==> src/rtl/lsu_dcache_arbiter_pkg.sv <==
// Shared types and tag helpers for the LSU/prefetch dcache arbiter.
// Tag layout on the dcache side is {orig_tag, requester_sel}.
package lsu_arb_pkg;

  typedef enum logic {
    ARB_IDLE   = 1'b0,
    ARB_LOCKED = 1'b1
  } arb_state_e;

  function automatic int sel_w(input int n);
    return (n > 1) ? $clog2(n) : 1;
  endfunction

  function automatic logic [63:0] tag_pack(
    input logic [63:0] tag,
    input logic [31:0] sel,
    input int          sw
  );
    logic [63:0] m;
    m = (64'd1 << sw) - 64'd1;
    return (tag << sw) | ({32'd0, sel} & m);
  endfunction

  function automatic logic [31:0] tag_sel(
    input logic [63:0] t,
    input int          sw
  );
    logic [63:0] m;
    m = (64'd1 << sw) - 64'd1;
    return 32'(t & m);
  endfunction

  function automatic logic [63:0] tag_orig(
    input logic [63:0] t,
    input int          sw
  );
    return t >> sw;
  endfunction

endpackage

==> src/rtl/lsu_dcache_arbiter_if.sv <==
// Requester-side and dcache-side buses of the arbiter.
// slave = arbiter view, master = surrounding core view.
interface lsu_dcache_arbiter_if
  import lsu_arb_pkg::*;
#(
  parameter int NUM_REQS    = 2,
  parameter int NUM_THREADS = 4,
  parameter int ADDR_W      = 30,
  parameter int DATA_W      = 32,
  parameter int TAG_IN_W    = 8,
  parameter int REQ_SEL_W   = sel_w(NUM_REQS),
  parameter int TAG_OUT_W   = TAG_IN_W + REQ_SEL_W
) ();
  localparam int NR = NUM_REQS;
  localparam int NT = NUM_THREADS;

  logic [NR*NT-1:0]          req_valid_in;
  logic [NR*NT-1:0]          req_rw_in;
  logic [NR*NT*4-1:0]        req_byteen_in;
  logic [NR*NT*ADDR_W-1:0]   req_addr_in;
  logic [NR*NT*DATA_W-1:0]   req_data_in;
  logic [NR*NT*TAG_IN_W-1:0] req_tag_in;
  logic [NR*NT-1:0]          req_ready_out;

  logic [NT-1:0]             dc_req_valid;
  logic [NT-1:0]             dc_req_rw;
  logic [NT*4-1:0]           dc_req_byteen;
  logic [NT*ADDR_W-1:0]      dc_req_addr;
  logic [NT*DATA_W-1:0]      dc_req_data;
  logic [NT*TAG_OUT_W-1:0]   dc_req_tag;
  logic [NT-1:0]             dc_req_ready;

  logic                      dc_rsp_valid;
  logic [NT-1:0]             dc_rsp_tmask;
  logic [NT*DATA_W-1:0]      dc_rsp_data;
  logic [TAG_OUT_W-1:0]      dc_rsp_tag;
  logic                      dc_rsp_ready;

  logic [NR-1:0]             rsp_valid_out;
  logic [NT-1:0]             rsp_tmask_out;
  logic [NT*DATA_W-1:0]      rsp_data_out;
  logic [TAG_IN_W-1:0]       rsp_tag_out;
  logic [NR-1:0]             rsp_ready_in;

  modport slave (
    input  req_valid_in, req_rw_in, req_byteen_in,
    input  req_addr_in, req_data_in, req_tag_in,
    output req_ready_out,
    output dc_req_valid, dc_req_rw, dc_req_byteen,
    output dc_req_addr, dc_req_data, dc_req_tag,
    input  dc_req_ready,
    input  dc_rsp_valid, dc_rsp_tmask, dc_rsp_data,
    input  dc_rsp_tag,
    output dc_rsp_ready,
    output rsp_valid_out, rsp_tmask_out, rsp_data_out,
    output rsp_tag_out,
    input  rsp_ready_in
  );

  modport master (
    output req_valid_in, req_rw_in, req_byteen_in,
    output req_addr_in, req_data_in, req_tag_in,
    input  req_ready_out,
    input  dc_req_valid, dc_req_rw, dc_req_byteen,
    input  dc_req_addr, dc_req_data, dc_req_tag,
    output dc_req_ready,
    output dc_rsp_valid, dc_rsp_tmask, dc_rsp_data,
    output dc_rsp_tag,
    input  dc_rsp_ready,
    input  rsp_valid_out, rsp_tmask_out, rsp_data_out,
    input  rsp_tag_out,
    output rsp_ready_in
  );
endinterface

==> src/rtl/lsu_dcache_arbiter_rr_arbiter.sv <==
// Combinational round-robin picker: first active request
// at or after rr_ptr wins.
module rr_arbiter #(
  parameter int N = 2,
  parameter int W = 1
) (
  input  logic [N-1:0] reqs,
  input  logic [W-1:0] rr_ptr,
  output logic [N-1:0] grant_oh,
  output logic [W-1:0] grant_idx,
  output logic         grant_any
);
  always_comb begin
    logic [W-1:0] j;
    j         = '0;
    grant_oh  = '0;
    grant_idx = '0;
    grant_any = 1'b0;
    for (int k = 0; k < N; k++) begin
      j = W'((int'(rr_ptr) + k) % N);
      if (!grant_any && reqs[j]) begin
        grant_any   = 1'b1;
        grant_oh[j] = 1'b1;
        grant_idx   = j;
      end
    end
  end
endmodule

==> src/rtl/lsu_dcache_arbiter.sv <==
// Shares the dcache port between LSU and prefetcher, one whole
// multi-lane request at a time. Optional counters: LSU_ARB_PERF_EN.
module lsu_dcache_arbiter
  import lsu_arb_pkg::*;
#(
  parameter int NUM_REQS    = 2,
  parameter int NUM_THREADS = 4,
  parameter int ADDR_W      = 30,
  parameter int DATA_W      = 32,
  parameter int TAG_IN_W    = 8,
  parameter int REQ_SEL_W   = sel_w(NUM_REQS),
  parameter int TAG_OUT_W   = TAG_IN_W + REQ_SEL_W
) (
  input  logic clk,
  input  logic reset,
  lsu_dcache_arbiter_if.slave bus
`ifdef LSU_ARB_PERF_EN
  ,
  output logic [NUM_REQS*32-1:0] perf_stall_cycles,
  output logic [NUM_REQS*32-1:0] perf_grants
`endif
);
  localparam int NR = NUM_REQS;
  localparam int NT = NUM_THREADS;
  localparam int SW = REQ_SEL_W;
  localparam logic [0:0] S_IDLE   = ARB_IDLE;
  localparam logic [0:0] S_LOCKED = ARB_LOCKED;

  logic [0:0]    state;
  logic [SW-1:0] rr_ptr;
  logic [SW-1:0] grant_q;
  logic [NT-1:0] sent_mask;

  logic [NR-1:0] active;
  logic [NR-1:0] pick_oh;
  logic [SW-1:0] pick_idx;
  logic          pick_any;

  logic          locked;
  logic          grant_live;
  logic [NR-1:0] grant_oh;
  logic [SW-1:0] cur;
  logic [NT-1:0] gvalid;
  logic [NT-1:0] fired;
  logic          done;

  function automatic logic [SW-1:0] rr_next(input logic [SW-1:0] x);
    return (int'(x) == NR - 1) ? '0 : x + 1'b1;
  endfunction

  always_comb begin
    active = '0;
    for (int r = 0; r < NR; r++)
      active[r] = |bus.req_valid_in[r*NT +: NT];
  end

  rr_arbiter #(.N(NR), .W(SW)) u_rr (
    .reqs      (active),
    .rr_ptr    (rr_ptr),
    .grant_oh  (pick_oh),
    .grant_idx (pick_idx),
    .grant_any (pick_any)
  );

  // Zero-latency grant in IDLE; frozen on grant_q once locked.
  assign locked     = (state == S_LOCKED);
  assign grant_live = locked | pick_any;
  assign cur        = locked ? grant_q : pick_idx;
  assign grant_oh   = locked ? NR'(1) << grant_q : pick_oh;

  assign gvalid = bus.req_valid_in[int'(cur)*NT +: NT];
  assign fired  = bus.dc_req_valid & bus.dc_req_ready;
  assign done   = &(sent_mask | fired | ~gvalid);

  always_comb begin
    bus.dc_req_valid  = gvalid & ~sent_mask;
    bus.dc_req_rw     = bus.req_rw_in[int'(cur)*NT +: NT];
    bus.dc_req_byteen = bus.req_byteen_in[int'(cur)*NT*4 +: NT*4];
    bus.dc_req_addr   =
      bus.req_addr_in[int'(cur)*NT*ADDR_W +: NT*ADDR_W];
    bus.dc_req_data   =
      bus.req_data_in[int'(cur)*NT*DATA_W +: NT*DATA_W];
    bus.dc_req_tag    = '0;
    for (int i = 0; i < NT; i++)
      bus.dc_req_tag[i*TAG_OUT_W +: TAG_OUT_W] = TAG_OUT_W'(tag_pack(
        64'(bus.req_tag_in[(int'(cur)*NT+i)*TAG_IN_W +: TAG_IN_W]),
        32'(cur), SW));
  end

  always_comb begin
    bus.req_ready_out = '0;
    for (int r = 0; r < NR; r++)
      if (grant_oh[r])
        bus.req_ready_out[r*NT +: NT] = bus.dc_req_ready & ~sent_mask;
  end

  always_ff @(posedge clk) begin
    if (reset) begin
      state     <= S_IDLE;
      rr_ptr    <= '0;
      grant_q   <= '0;
      sent_mask <= '0;
    end else if (!locked) begin
      if (pick_any) begin
        if (done) begin
          rr_ptr <= rr_next(pick_idx);
        end else begin
          state     <= S_LOCKED;
          grant_q   <= pick_idx;
          sent_mask <= fired;
        end
      end
    end else if (done) begin
      state     <= S_IDLE;
      sent_mask <= '0;
      rr_ptr    <= rr_next(grant_q);
    end else begin
      sent_mask <= sent_mask | fired;
    end
  end

  logic [SW-1:0] rsp_sel;
  logic          rsp_in_range;

  assign rsp_sel      = SW'(tag_sel(64'(bus.dc_rsp_tag), SW));
  assign rsp_in_range = (32'(rsp_sel) < 32'(NR));

  always_comb begin
    bus.rsp_valid_out = '0;
    if (rsp_in_range)
      bus.rsp_valid_out[rsp_sel] = bus.dc_rsp_valid;
  end

  // Stray selects are swallowed so the dcache never wedges.
  assign bus.dc_rsp_ready  =
    rsp_in_range ? bus.rsp_ready_in[rsp_sel] : 1'b1;
  assign bus.rsp_tmask_out = bus.dc_rsp_tmask;
  assign bus.rsp_data_out  = bus.dc_rsp_data;
  assign bus.rsp_tag_out   =
    TAG_IN_W'(tag_orig(64'(bus.dc_rsp_tag), SW));

  a_rsp_sel: assert property (
    @(posedge clk) disable iff (reset)
    bus.dc_rsp_valid |-> rsp_in_range);

`ifdef LSU_ARB_PERF_EN
  logic [31:0] stall_q [NR];
  logic [31:0] grant_cnt_q [NR];

  always_ff @(posedge clk) begin
    if (reset) begin
      for (int r = 0; r < NR; r++) begin
        stall_q[r]     <= '0;
        grant_cnt_q[r] <= '0;
      end
    end else begin
      for (int r = 0; r < NR; r++) begin
        if (active[r] && !grant_oh[r] && stall_q[r] != '1)
          stall_q[r] <= stall_q[r] + 32'd1;
        if (grant_live && done && grant_oh[r] &&
            grant_cnt_q[r] != '1)
          grant_cnt_q[r] <= grant_cnt_q[r] + 32'd1;
      end
    end
  end

  always_comb begin
    perf_stall_cycles = '0;
    perf_grants       = '0;
    for (int r = 0; r < NR; r++) begin
      perf_stall_cycles[r*32 +: 32] = stall_q[r];
      perf_grants[r*32 +: 32]       = grant_cnt_q[r];
    end
  end
`endif

endmodule

==> src/flat_wrapper.sv <==
// flat-port wrapper written by rule: the top's interface ports become plain ports
module lsu_dcache_arbiter_flat import lsu_arb_pkg::*;
#(
  parameter int NUM_REQS    = 2,
  parameter int NUM_THREADS = 4,
  parameter int ADDR_W      = 30,
  parameter int DATA_W      = 32,
  parameter int TAG_IN_W    = 8,
  parameter int REQ_SEL_W   = sel_w(NUM_REQS),
  parameter int TAG_OUT_W   = TAG_IN_W + REQ_SEL_W
)
  (clk, reset, bus_req_valid_in, bus_req_rw_in, bus_req_byteen_in, bus_req_addr_in, bus_req_data_in, bus_req_tag_in, bus_req_ready_out, bus_dc_req_valid, bus_dc_req_rw, bus_dc_req_byteen, bus_dc_req_addr, bus_dc_req_data, bus_dc_req_tag, bus_dc_req_ready, bus_dc_rsp_valid, bus_dc_rsp_tmask, bus_dc_rsp_data, bus_dc_rsp_tag, bus_dc_rsp_ready, bus_rsp_valid_out, bus_rsp_tmask_out, bus_rsp_data_out, bus_rsp_tag_out, bus_rsp_ready_in);
  lsu_dcache_arbiter_if #(.NUM_REQS(NUM_REQS), .NUM_THREADS(NUM_THREADS), .ADDR_W(ADDR_W), .DATA_W(DATA_W), .TAG_IN_W(TAG_IN_W), .REQ_SEL_W(REQ_SEL_W), .TAG_OUT_W(TAG_OUT_W)) bus_i ();
  input  logic clk;
  input  logic reset;
  input wire logic [$bits(bus_i.req_valid_in)-1:0] bus_req_valid_in;
  input wire logic [$bits(bus_i.req_rw_in)-1:0] bus_req_rw_in;
  input wire logic [$bits(bus_i.req_byteen_in)-1:0] bus_req_byteen_in;
  input wire logic [$bits(bus_i.req_addr_in)-1:0] bus_req_addr_in;
  input wire logic [$bits(bus_i.req_data_in)-1:0] bus_req_data_in;
  input wire logic [$bits(bus_i.req_tag_in)-1:0] bus_req_tag_in;
  output wire logic [$bits(bus_i.req_ready_out)-1:0] bus_req_ready_out;
  output wire logic [$bits(bus_i.dc_req_valid)-1:0] bus_dc_req_valid;
  output wire logic [$bits(bus_i.dc_req_rw)-1:0] bus_dc_req_rw;
  output wire logic [$bits(bus_i.dc_req_byteen)-1:0] bus_dc_req_byteen;
  output wire logic [$bits(bus_i.dc_req_addr)-1:0] bus_dc_req_addr;
  output wire logic [$bits(bus_i.dc_req_data)-1:0] bus_dc_req_data;
  output wire logic [$bits(bus_i.dc_req_tag)-1:0] bus_dc_req_tag;
  input wire logic [$bits(bus_i.dc_req_ready)-1:0] bus_dc_req_ready;
  input wire logic [$bits(bus_i.dc_rsp_valid)-1:0] bus_dc_rsp_valid;
  input wire logic [$bits(bus_i.dc_rsp_tmask)-1:0] bus_dc_rsp_tmask;
  input wire logic [$bits(bus_i.dc_rsp_data)-1:0] bus_dc_rsp_data;
  input wire logic [$bits(bus_i.dc_rsp_tag)-1:0] bus_dc_rsp_tag;
  output wire logic [$bits(bus_i.dc_rsp_ready)-1:0] bus_dc_rsp_ready;
  output wire logic [$bits(bus_i.rsp_valid_out)-1:0] bus_rsp_valid_out;
  output wire logic [$bits(bus_i.rsp_tmask_out)-1:0] bus_rsp_tmask_out;
  output wire logic [$bits(bus_i.rsp_data_out)-1:0] bus_rsp_data_out;
  output wire logic [$bits(bus_i.rsp_tag_out)-1:0] bus_rsp_tag_out;
  input wire logic [$bits(bus_i.rsp_ready_in)-1:0] bus_rsp_ready_in;
  assign bus_i.req_valid_in = bus_req_valid_in;
  assign bus_i.req_rw_in = bus_req_rw_in;
  assign bus_i.req_byteen_in = bus_req_byteen_in;
  assign bus_i.req_addr_in = bus_req_addr_in;
  assign bus_i.req_data_in = bus_req_data_in;
  assign bus_i.req_tag_in = bus_req_tag_in;
  assign bus_req_ready_out = bus_i.req_ready_out;
  assign bus_dc_req_valid = bus_i.dc_req_valid;
  assign bus_dc_req_rw = bus_i.dc_req_rw;
  assign bus_dc_req_byteen = bus_i.dc_req_byteen;
  assign bus_dc_req_addr = bus_i.dc_req_addr;
  assign bus_dc_req_data = bus_i.dc_req_data;
  assign bus_dc_req_tag = bus_i.dc_req_tag;
  assign bus_i.dc_req_ready = bus_dc_req_ready;
  assign bus_i.dc_rsp_valid = bus_dc_rsp_valid;
  assign bus_i.dc_rsp_tmask = bus_dc_rsp_tmask;
  assign bus_i.dc_rsp_data = bus_dc_rsp_data;
  assign bus_i.dc_rsp_tag = bus_dc_rsp_tag;
  assign bus_dc_rsp_ready = bus_i.dc_rsp_ready;
  assign bus_rsp_valid_out = bus_i.rsp_valid_out;
  assign bus_rsp_tmask_out = bus_i.rsp_tmask_out;
  assign bus_rsp_data_out = bus_i.rsp_data_out;
  assign bus_rsp_tag_out = bus_i.rsp_tag_out;
  assign bus_i.rsp_ready_in = bus_rsp_ready_in;
  lsu_dcache_arbiter #(.NUM_REQS(NUM_REQS), .NUM_THREADS(NUM_THREADS), .ADDR_W(ADDR_W), .DATA_W(DATA_W), .TAG_IN_W(TAG_IN_W), .REQ_SEL_W(REQ_SEL_W), .TAG_OUT_W(TAG_OUT_W)) u_core (.clk(clk), .reset(reset), .bus(bus_i));
endmodule
==> config.mk <==
export PLATFORM = sky130hd
export DESIGN_NAME = lsu_dcache_arbiter_flat
export DESIGN_NICKNAME = d
export VERILOG_FILES = /design/src/rtl/lsu_dcache_arbiter_pkg.sv /design/src/rtl/lsu_dcache_arbiter_if.sv /design/src/rtl/lsu_dcache_arbiter_rr_arbiter.sv /design/src/rtl/lsu_dcache_arbiter.sv /design/src/flat_wrapper.sv
export SDC_FILE = /design/constraint.sdc
export NUM_CORES = 1
export LEC_CHECK = 0
export BUFFER_PORTS_ARGS = -buffer_cell sky130_fd_sc_hd__buf_2
export CAP_MARGIN = 20
export CORE_AREA = 5 5 474 476
export DETAILED_ROUTE_END_ITERATION = 12
export DIE_AREA = 0 0 479 481
export SYNTH_ARGS = -nofsm -noshare
export SYNTH_HDL_FRONTEND = slang
export SYNTH_HIERARCHICAL = 1
export SYNTH_SLANG_ARGS = --single-unit
==> constraint.sdc <==
create_clock -name clk -period 5.6 [get_ports clk]
set_input_delay 0.56 -clock clk [delete_from_list [all_inputs] [get_ports clk]]
set_output_delay 0.56 -clock clk [all_outputs]
set_load 0.1 [all_outputs]
==> results.json, run 1 <==
{
  "fin_cells": 4906,
  "insertion_delay_ns": 0.24,
  "cts-root-buf": "clkbuf_16",
  "hp-class": "reg2reg",
  "slew_headroom_pct": 44.5,
  "grt_pass1_vias": 10500,
  "startpoint_type": "input pin",
  "routed_wl_um": 203000,
  "fin_util_pct": 5.87,
  "synth_xor_area_share_pct": 0,
  "drv_slew": 0,
  "synth.cell_area_um2": 5340,
  "ys_ff_latch": 7,
  "max_freq_mhz": 217,
  "synth_nets": 1954,
  "ant_nets": 0,
  "synth_top_family_by_area": "simple AND/OR/NAND/NOR gates",
  "first_iter_violations": 543,
  "cts_sinks": 7,
  "viasPerCell": 2.35,
  "layout.area.seq_um2": 140,
  "hpwlAfterDp_um": 196000,
  "synth-compound-area-share_pct": 2.62,
  "outcome": "complete, no violations",
  "top_usage_layer": "met2",
  "worstMarginPinSlew_ns": 0.838,
  "worstPathArrival_ns": 4.04,
  "yosysSeqAreaShare_pct": 2.62,
  "rows": 173,
  "antenna_found_initial": 168,
  "area_growth_pct": 142,
  "fin_ws_ns": 0.995,
  "cts_tree": "built",
  "synth_mux_area_share_pct": 1.94,
  "synthSimpleGateAreaFrac_pct": 67.5,
  "ys_types": 29,
  "start_util_pct": 2.42,
  "p_leak_nw": 6.77,
  "firstDrtPassIters": 5,
  "globalplace.congestion": 1.01,
  "finalSetupTns_ns": 0,
  "dieHeight_um": 481,
  "endpoint_kind": "primary output",
  "grt_util_met2_pct": 27.7,
  "coreArea_um2": 221000,
  "drt-wirelength-per-cell_um": 41.4,
  "syn_avg_cell_area_um2": 4.47,
  "powerDensity_nw_per_um2": 608,
  "final.period_utilization_pct": 82.2,
  "die_x_um": 479,
  "drive_gt1_share_pct": 49.8,
  "grt_pass1_wl_um": 223000,
  "mostFrequentLayoutCell": "nand2_1",
  "htree_levels": 1,
  "ctsResizeCount": 0,
  "grtUsageMet3_pct": 9.98,
  "layout_common_cells": "nand2_1, buf_2, buf_4",
  "die_area_um2": 230000,
  "clk_path_buf_depth": 2,
  "max_stage_delay_ns": 0.67,
  "crit_path_max_fanout": 79,
  "crit_required_ns": 5.04,
  "path_class": "in2out",
  "setup_viol": 0,
  "place_ws_ns": 0.873,
  "cp_cell_sequence": "buf_2, or4_1, a21boi_0, mux2i_4, inv_8, buf_4, mux2i_1, nor2_1, buf_2",
  "grt_overflow": 0,
  "multi_input_area_um2": 3850,
  "io_pins": 1217,
  "crit_path_top_delay_cell": "or4_1",
  "synth_warnings": 6,
  "track_usage_pct": 16.7,
  "p_total_w": 0.00787,
  "yosys.area_share.adder_pct": 0,
  "hold_buffers": 0,
  "route.detailed.drc": 0,
  "io_buffers": 936,
  "finalHoldViolCount": 0,
  "dr_total_vias": 11500,
  "dpl.cell_count": 4824,
  "cts_buffers": 3,
  "nets": 2700,
  "path_common_cell": "buf_2",
  "skew_ns": 0.00118,
  "synthCells": 1196,
  "fillers": 26600,
  "clk_pin_slew_ns": 0.04,
  "use_met1_pct": 17.3,
  "vdd_drop_max_mv": 0.212,
  "drv_cap": 0,
  "post_cts_buffers": 0,
  "rsz0062_at_grt": "false",
  "grt_max_degree": 93,
  "period_needed_ns": 4.60
}
[metal layers]
layer	vias up	wire, um
li1	5021	-
met1	4848	71500
met2	1212	91600
met3	363	29200
met4	66	10200
met5	-	473
[logic make-up after synthesis]
kind of cell	count (synthesis)
flops	7
mux	9
compound gates	19
simple gates	945
buf+inv	216
[cells in the mapped netlist (all sizes together)]
| cell type | instances | area, um^2 |
|---|---|---|
| nor3 | 2 | 10.0 |
| clkbuf | 66 | 248 |
| o221a | 4 | 45.0 |
| nor3b | 2 | 15.0 |
| nor2 | 24 | 90.1 |
| mux2i | 8 | 92.6 |
| a21boi | 3 | 22.5 |
| a31oi | 4 | 25.0 |
| and2 | 1 | 6.26 |
| or3 | 1 | 6.26 |
| inv | 3 | 11.3 |
| or2 | 6 | 37.5 |
| or4 | 2 | 15.0 |
| dfxtp | 7 | 140 |
| a21oi | 3 | 15.0 |
| nor2b | 1 | 6.26 |
| nand2 | 900 | 3380 |
| a221oi | 2 | 17.5 |
| o21ai | 3 | 15.0 |
| nand2b | 5 | 31.3 |
| buf | 147 | 1100 |
| mux2 | 1 | 11.3 |
| or3b | 1 | 8.76 |
[flip-flops by register name, summed over array words and instances, names as in the netlist]
register          flops
u_core/locked         1
u_core/grant_q        1
u_core/sent_mask      4
u_core/rr_ptr         1
[worst paths after layout]
kind,start,end,slack (ns),depth (start not counted)
max reg2reg,u_core/rr_ptr,u_core/sent_mask[3],1.99,10
min reg2reg,u_core/rr_ptr,u_core/rr_ptr,0.50,2
max,bus_req_valid_in[0],bus_dc_req_valid[3],1.0,9
min,u_core/rr_ptr,u_core/rr_ptr,0.50,2
[power breakdown]
group	switching, W	internal (W)
combinational	0.00679	0.000884
sequential	0.0000138	0.0000582
clock	0.0000307	0.0000951
total	0.00683	0.00104
[area by class of cell]
type	count	area share [%]
diodes	78	1.51
inverters	3	0.145
clock buffers	4	0.609
well taps	2887	27.9
repair buffers	954	39.0
multi-input cells	973	29.7
flip-flops and latches	7	1.08
[worst max-delay path, delay by kind of cell]
kind                   cells  cell delay (ns)
AO/OA/AOI/OAI              1             0.41
buffers and inverters      4             1.31
AND/OR/NAND/NOR            2             0.88
multiplexers               2             0.79
[through the flow]
stage	instance area [um^2]	hold slack, ns
floorplan	5340	0.458
global placement	12600	0.484
detailed placement	12700	0.497
CTS	12700	0.500
global route	12900	0.538
finish	12900	0.501
Power figures use the tool's default switching activity.
==> inputs of run 2 (changes only) <==
--- a/config.mk
+++ b/config.mk
@@ -7,9 +7,9 @@
 export LEC_CHECK = 0
 export BUFFER_PORTS_ARGS = -buffer_cell sky130_fd_sc_hd__buf_2
 export CAP_MARGIN = 20
-export CORE_AREA = 5 5 474 476
+export CORE_AREA = 5 5 465 467
 export DETAILED_ROUTE_END_ITERATION = 12
-export DIE_AREA = 0 0 479 481
+export DIE_AREA = 0 0 470 472
 export SYNTH_ARGS = -nofsm -noshare
 export SYNTH_HDL_FRONTEND = slang
 export SYNTH_HIERARCHICAL = 1
==> constraint.sdc (replaced) <==
create_clock -name clk -period 4.6 [get_ports clk]
set_input_delay 0.46 -clock clk [delete_from_list [all_inputs] [get_ports clk]]
set_output_delay 0.46 -clock clk [all_outputs]
set_load 0.1 [all_outputs]
==> run 2 against run 1 <==
  * Combinational power grew 43%
  * Final area grew 26%
  * Core utilization rose by 1.8 points
  * Power up 42%
  * Critical endpoint is now bus_dc_req_data[58]
==> results.json, run 2 (synthesis gave the netlist of run 1 again) <==
{
  "outcome": "complete, no violations",
  "dieHeight_um": 472,
  "vdd_drop_max_mv": 0.262,
  "p_sw_w": 0.00844,
  "hpwlAfterDp_um": 190000,
  "crit_required_ns": 4.14,
  "mostFrequentLayoutCell": "nand2_1",
  "grt_max_degree": 87,
  "hp-class": "in2reg",
  "multi_input_area_um2": 3850,
  "slew_headroom_pct": 51.2,
  "io_buffers": 936,
  "cts_buffers": 3,
  "area_growth_pct": 205,
  "drt-wirelength-per-cell_um": 40.5,
  "seqPwrFrac_pct": 0.8,
  "max_stage_delay_ns": 0.59,
  "ctsResizeCount": 0,
  "nets": 2713,
  "p_int_w": 0.00276,
  "period_needed_ns": 3.79,
  "worstMarginPinSlew_ns": 0.737,
  "largest_reg_flops": 4,
  "clock_power_share_pct": 1.4,
  "finalSetupTns_ns": 0,
  "viasPerCell": 2.33,
  "start_util_pct": 2.53,
  "powerDensity_nw_per_um2": 688,
  "dr_total_vias": 11300,
  "post_cts_buffers": 0,
  "insertion_delay_ns": 0.24,
  "drive_gt1_share_pct": 50.1,
  "track_usage_pct": 16.9,
  "cp_cell_sequence": "buf_2, or4_1, a21boi_0, mux2i_4, inv_8, buf_12, buf_4, nand2_1, nand2_1, buf_4",
  "finalHoldViolCount": 0,
  "grt_pass1_vias": 10400,
  "power_frac_comb_pct": 97.9,
  "sw_frac_of_total_pct": 75.4,
  "setup_viol": 0,
  "p_total_w": 0.0112,
  "p_leak_nw": 8.00,
  "fillers": 24900,
  "hold_buffers": 0,
  "clk_pin_slew_ns": 0.04,
  "worstPathArrival_ns": 3.33,
  "route.detailed.drc": 0,
  "io_pins": 1217,
  "cts_tree": "built",
  "final.period_utilization_pct": 82.4,
  "cts_sinks": 7,
  "rsz0062_at_grt": "false",
  "fin_hold_ws_ns": 0.467,
  "coreArea_um2": 211000,
  "startpoint_type": "input pin",
  "endpoint_kind": "primary output",
  "firstDrtPassIters": 5,
  "cts-root-buf": "clkbuf_16",
  "rows": 169,
  "crit_path_max_fanout": 55,
  "crit_path_top_delay_cell": "or4_1",
  "grt_pass1_wl_um": 218000,
  "max_freq_mhz": 264,
  "largest_register": "u_core/sent_mask",
  "layout.area.seq_um2": 140,
  "drv_cap": 0,
  "die_area_um2": 222000,
  "clk_path_buf_depth": 2,
  "grt_overflow": 0,
  "path_class": "in2out",
  "skew_ns": 0.00163,
  "antenna_found_initial": 177,
  "routed_wl_um": 196000,
  "first_iter_violations": 420,
  "layout_common_cells": "nand2_1, buf_2, buf_12",
  "htree_levels": 1,
  "globalplace.congestion": 0.966,
  "ant_nets": 0,
  "drv_slew": 0,
  "die_x_um": 470
}
==> run 2: worst paths after layout <==
path,from,to,slack (ns),cells past startpoint
worst max-delay path,bus_req_valid_in[2],bus_dc_req_data[58],0.81,10
worst min register to register,u_core/rr_ptr,u_core/rr_ptr,0.51,2
worst max register to register,u_core/locked,u_core/sent_mask[1],1.70,8
worst min-delay path,reset,u_core/rr_ptr,0.47,2
==> run 2: critical path, delay by kind of cell <==
kind	cells	cell delay (ns)
buffers and inverters	5	1.20
AND/OR/NAND/NOR	3	0.86
AO/OA/AOI/OAI	1	0.42
multiplexers	1	0.19
==> run 2: cell type report <==
class	count	area share, %
Clock buffer	4	0.484
Timing Repair Buffer	967	52.2
Sequential cell	7	0.861
Antenna cell	69	1.06
Multi-Input combinational cell	973	23.6
Tap cell	2821	21.7
Inverter	3	0.115
==> run 2: per-layer routing <==
layer / up-vias / share of wire (%) / global-route usage [%]
met5: - / 0.33 / 0.128
met4: 88 / 4.3 / 5.31
met3: 353 / 16 / 11.8
met2: 1127 / 47 / 28.9
met1: 4654 / 33 / 16.1
li1: 5041 / - / -
==> run 2: power groups by stage <==
| stage | Clock [W] | Sequential [W] | Combinational, W |
|---|---|---|---|
| after global routing | 0.000160 | 0.0000878 | 0.0113 |
| after CTS | 0.000157 | 0.0000857 | 0.0114 |
| final | 0.000153 | 0.0000864 | 0.0110 |
| after global placement | 0 | 0.0000860 | 0.0114 |
| after floorplan | 0 | 0.0000785 | 0.00645 |
| after detailed placement | 0 | 0.0000866 | 0.0114 |
==> run 2: through the flow <==
stage	setup slack (ns)	utilization, %	cell area [um^2]	std cells
final	0.812	7.71	16300	4844
after global routing	0.721	7.69	16200	4825
after CTS	0.789	7.63	16100	4775
after detailed placement	0.819	7.59	16000	4771
after global placement	0.860	7.58	16000	4769
after floorplan	1.10	-	5340	1196
==> inputs of run 3 (changes only) <==
==> constraint.sdc (replaced) <==
create_clock -name clk -period 3.9 [get_ports clk]
set_input_delay 0.39 -clock clk [delete_from_list [all_inputs] [get_ports clk]]
set_output_delay 0.39 -clock clk [all_outputs]
set_load 0.1 [all_outputs]
==> run 3 against run 2 <==
  * Worst setup slack got worse by 0.51 ns
  * Wire length rose by 2.0%
  * Final area rose by 6.9%
  * Power rose by 24%
  * Register-to-register slack got worse by 0.66 ns
  * Clock skew fell by 0.0011 ns
  * Critical path depth fell by 1
  * First-iteration DRC count rose by 43%
  * Die area did not move
  * Non-clock buffer count fell by 10
  * Largest power group unchanged
==> results.json, run 3 (synthesis gave the netlist of run 1 again) <==
{
  "outcome": "complete, no violations",
  "route.detailed.drc": 0,
  "insertion_delay_ns": 0.23,
  "drive_gt1_share_pct": 49.8,
  "p_sw_w": 0.0101,
  "reg2reg_to": "u_core/sent_mask[1]",
  "grt_pass1_wl_um": 223000,
  "globalplace.congestion": 0.986,
  "track_usage_pct": 17.2,
  "dr_total_vias": 11400,
  "first_iter_violations": 602,
  "max_stage_delay_ns": 0.57,
  "worstHoldStart": "reset",
  "crit_path_max_fanout": 28,
  "startpoint_type": "input pin",
  "crit-reg2reg-launch": "u_core/locked",
  "drv_cap": 0,
  "clock_power_share_pct": 1.3,
  "path_class": "in2out",
  "largest_reg_flops": 4,
  "ctsResizeCount": 0,
  "rsz0062_at_grt": "false",
  "cts-root-buf": "clkbuf_16",
  "finalHoldViolCount": 0,
  "routed_wl_um": 200000,
  "clk_path_buf_depth": 2,
  "grt_pass1_vias": 10300,
  "reg2reg_slack_ns": 1.04,
  "coreArea_um2": 211000,
  "hold-path-endpoint": "u_core/grant_q",
  "max_freq_mhz": 278,
  "dieHeight_um": 472,
  "firstDrtPassIters": 5,
  "sw_frac_of_total_pct": 72.5,
  "p_int_w": 0.00382,
  "place_ws_ns": 0.331,
  "hold_path_depth": 2,
  "mostFrequentLayoutCell": "nand2_1",
  "cts_tree": "built",
  "hold_buffers": 0,
  "ant_nets": 0,
  "crit_path_top_delay_cell": "or4_1",
  "place_area_um2": 17200,
  "layout_common_cells": "nand2_1, buf_2, buf_12",
  "start_util_pct": 2.53,
  "power_frac_comb_pct": 98.0,
  "cts_buffers": 3,
  "worstPathArrival_ns": 3.21,
  "drv_slew": 0,
  "crit_buf_inv": 4,
  "slew_headroom_pct": 53.8,
  "nets": 2703,
  "worst_r2r_path_depth": 7,
  "powerDensity_nw_per_um2": 800,
  "fillers": 24800,
  "crit_family": "simple AND/OR/NAND/NOR gates",
  "rows": 169,
  "worstMarginPinSlew_ns": 0.698,
  "setup_viol": 0,
  "crit_required_ns": 3.51,
  "post_cts_buffers": 0,
  "hp-class": "in2reg",
  "antenna_found_initial": 165,
  "io_pins": 1217,
  "cp_cell_sequence": "buf_2, or4_1, a21boi_0, mux2i_4, inv_8, buf_12, nand2_1, nand2_1, buf_12",
  "die_area_um2": 222000,
  "finalSetupTns_ns": 0,
  "fin_ws_ns": 0.305,
  "io_buffers": 936,
  "grt_overflow": 0,
  "largest_register": "u_core/sent_mask",
  "fin_area_um2": 17400,
  "p_leak_nw": 8.38,
  "vdd_drop_max_mv": 0.290,
  "period_needed_ns": 3.60,
  "viasPerCell": 2.37,
  "final.period_utilization_pct": 92.2,
  "endpoint_kind": "primary output",
  "htree_levels": 1,
  "seqPwrFrac_pct": 0.7,
  "grt_max_degree": 96,
  "cts_sinks": 7,
  "die_x_um": 470,
  "skew_ns": 0.000510,
  "drt-wirelength-per-cell_um": 41.5,
  "hpwlAfterDp_um": 194000,
  "clk_pin_slew_ns": 0.04,
  "area_growth_pct": 226
}
## run 3: area by class of cell
cell class	count	area (um^2)	share of cell area (%)
timing repair buffer	957	9630	55.3
multi-input combinational	973	3850	22.1
inverter	3	18.8	0.108
tap	2821	3530	20.3
sequential	7	140	0.805
clock buffer	4	78.8	0.453
antenna	61	153	0.877
## run 3: how the worst max path moves through the flow
| stage | startpoint | to | slack [ns] | cells past startpoint |
|---|---|---|---|---|
| finish | bus_req_valid_in[2] | bus_dc_req_addr[115] | 0.30 | 9 |
| global route | bus_req_valid_in[2] | bus_dc_req_data[109] | 0.28 | 9 |
| CTS | bus_req_valid_in[2] | bus_dc_req_data[109] | 0.32 | 9 |
| detailed placement | bus_req_valid_in[2] | bus_dc_req_data[109] | 0.33 | 9 |
| global placement | bus_req_valid_in[2] | bus_dc_req_data[109] | 0.37 | 9 |
| floorplan | bus_req_valid_in[2] | bus_dc_req_valid[0] | 0.54 | 6 |
## run 3: worst register-to-register path, stage by stage, from the launching register on
cell	delay, ns
dfxtp_1	0.60
mux2i_4	0.53
inv_8	0.24
a221oi_1	0.39
o21ai_1	0.14
nor2_1	0.41
a21oi_1	0.26
o221a_1	0.18
## run 3: power groups by stage
stage / Combinational (W) / Clock (W) / Sequential [W]
after floorplan: 0.00761 / 0 / 0.0000926
after global placement: 0.0141 / 0 / 0.000103
after detailed placement: 0.0141 / 0 / 0.000104
after CTS: 0.0141 / 0.000178 / 0.000103
after global routing: 0.0140 / 0.000186 / 0.000105
final: 0.0136 / 0.000177 / 0.000103
## run 3: per-stage QoR
stage | instances | total power, W | hold WS (ns) | util, %
global placement | 4759 | 0.0142 | 0.486 | 8.12
finish | 4826 | 0.0139 | 0.402 | 8.24
CTS | 4765 | 0.0144 | 0.393 | 8.16
detailed placement | 4761 | 0.0142 | 0.527 | 8.13
floorplan | 1196 | 0.00770 | 0.458 | -
global route | 4807 | 0.0143 | 0.399 | 8.21
## run 3: metal layers
layer  share of wire [%]  track usage (%)  vias up
met1                  34             17.0     4778
met5                0.32            0.128        -
met3                  15             11.8      355
li1                    -                -     5015
met2                  46             29.1     1184
met4                 4.0             5.05       92
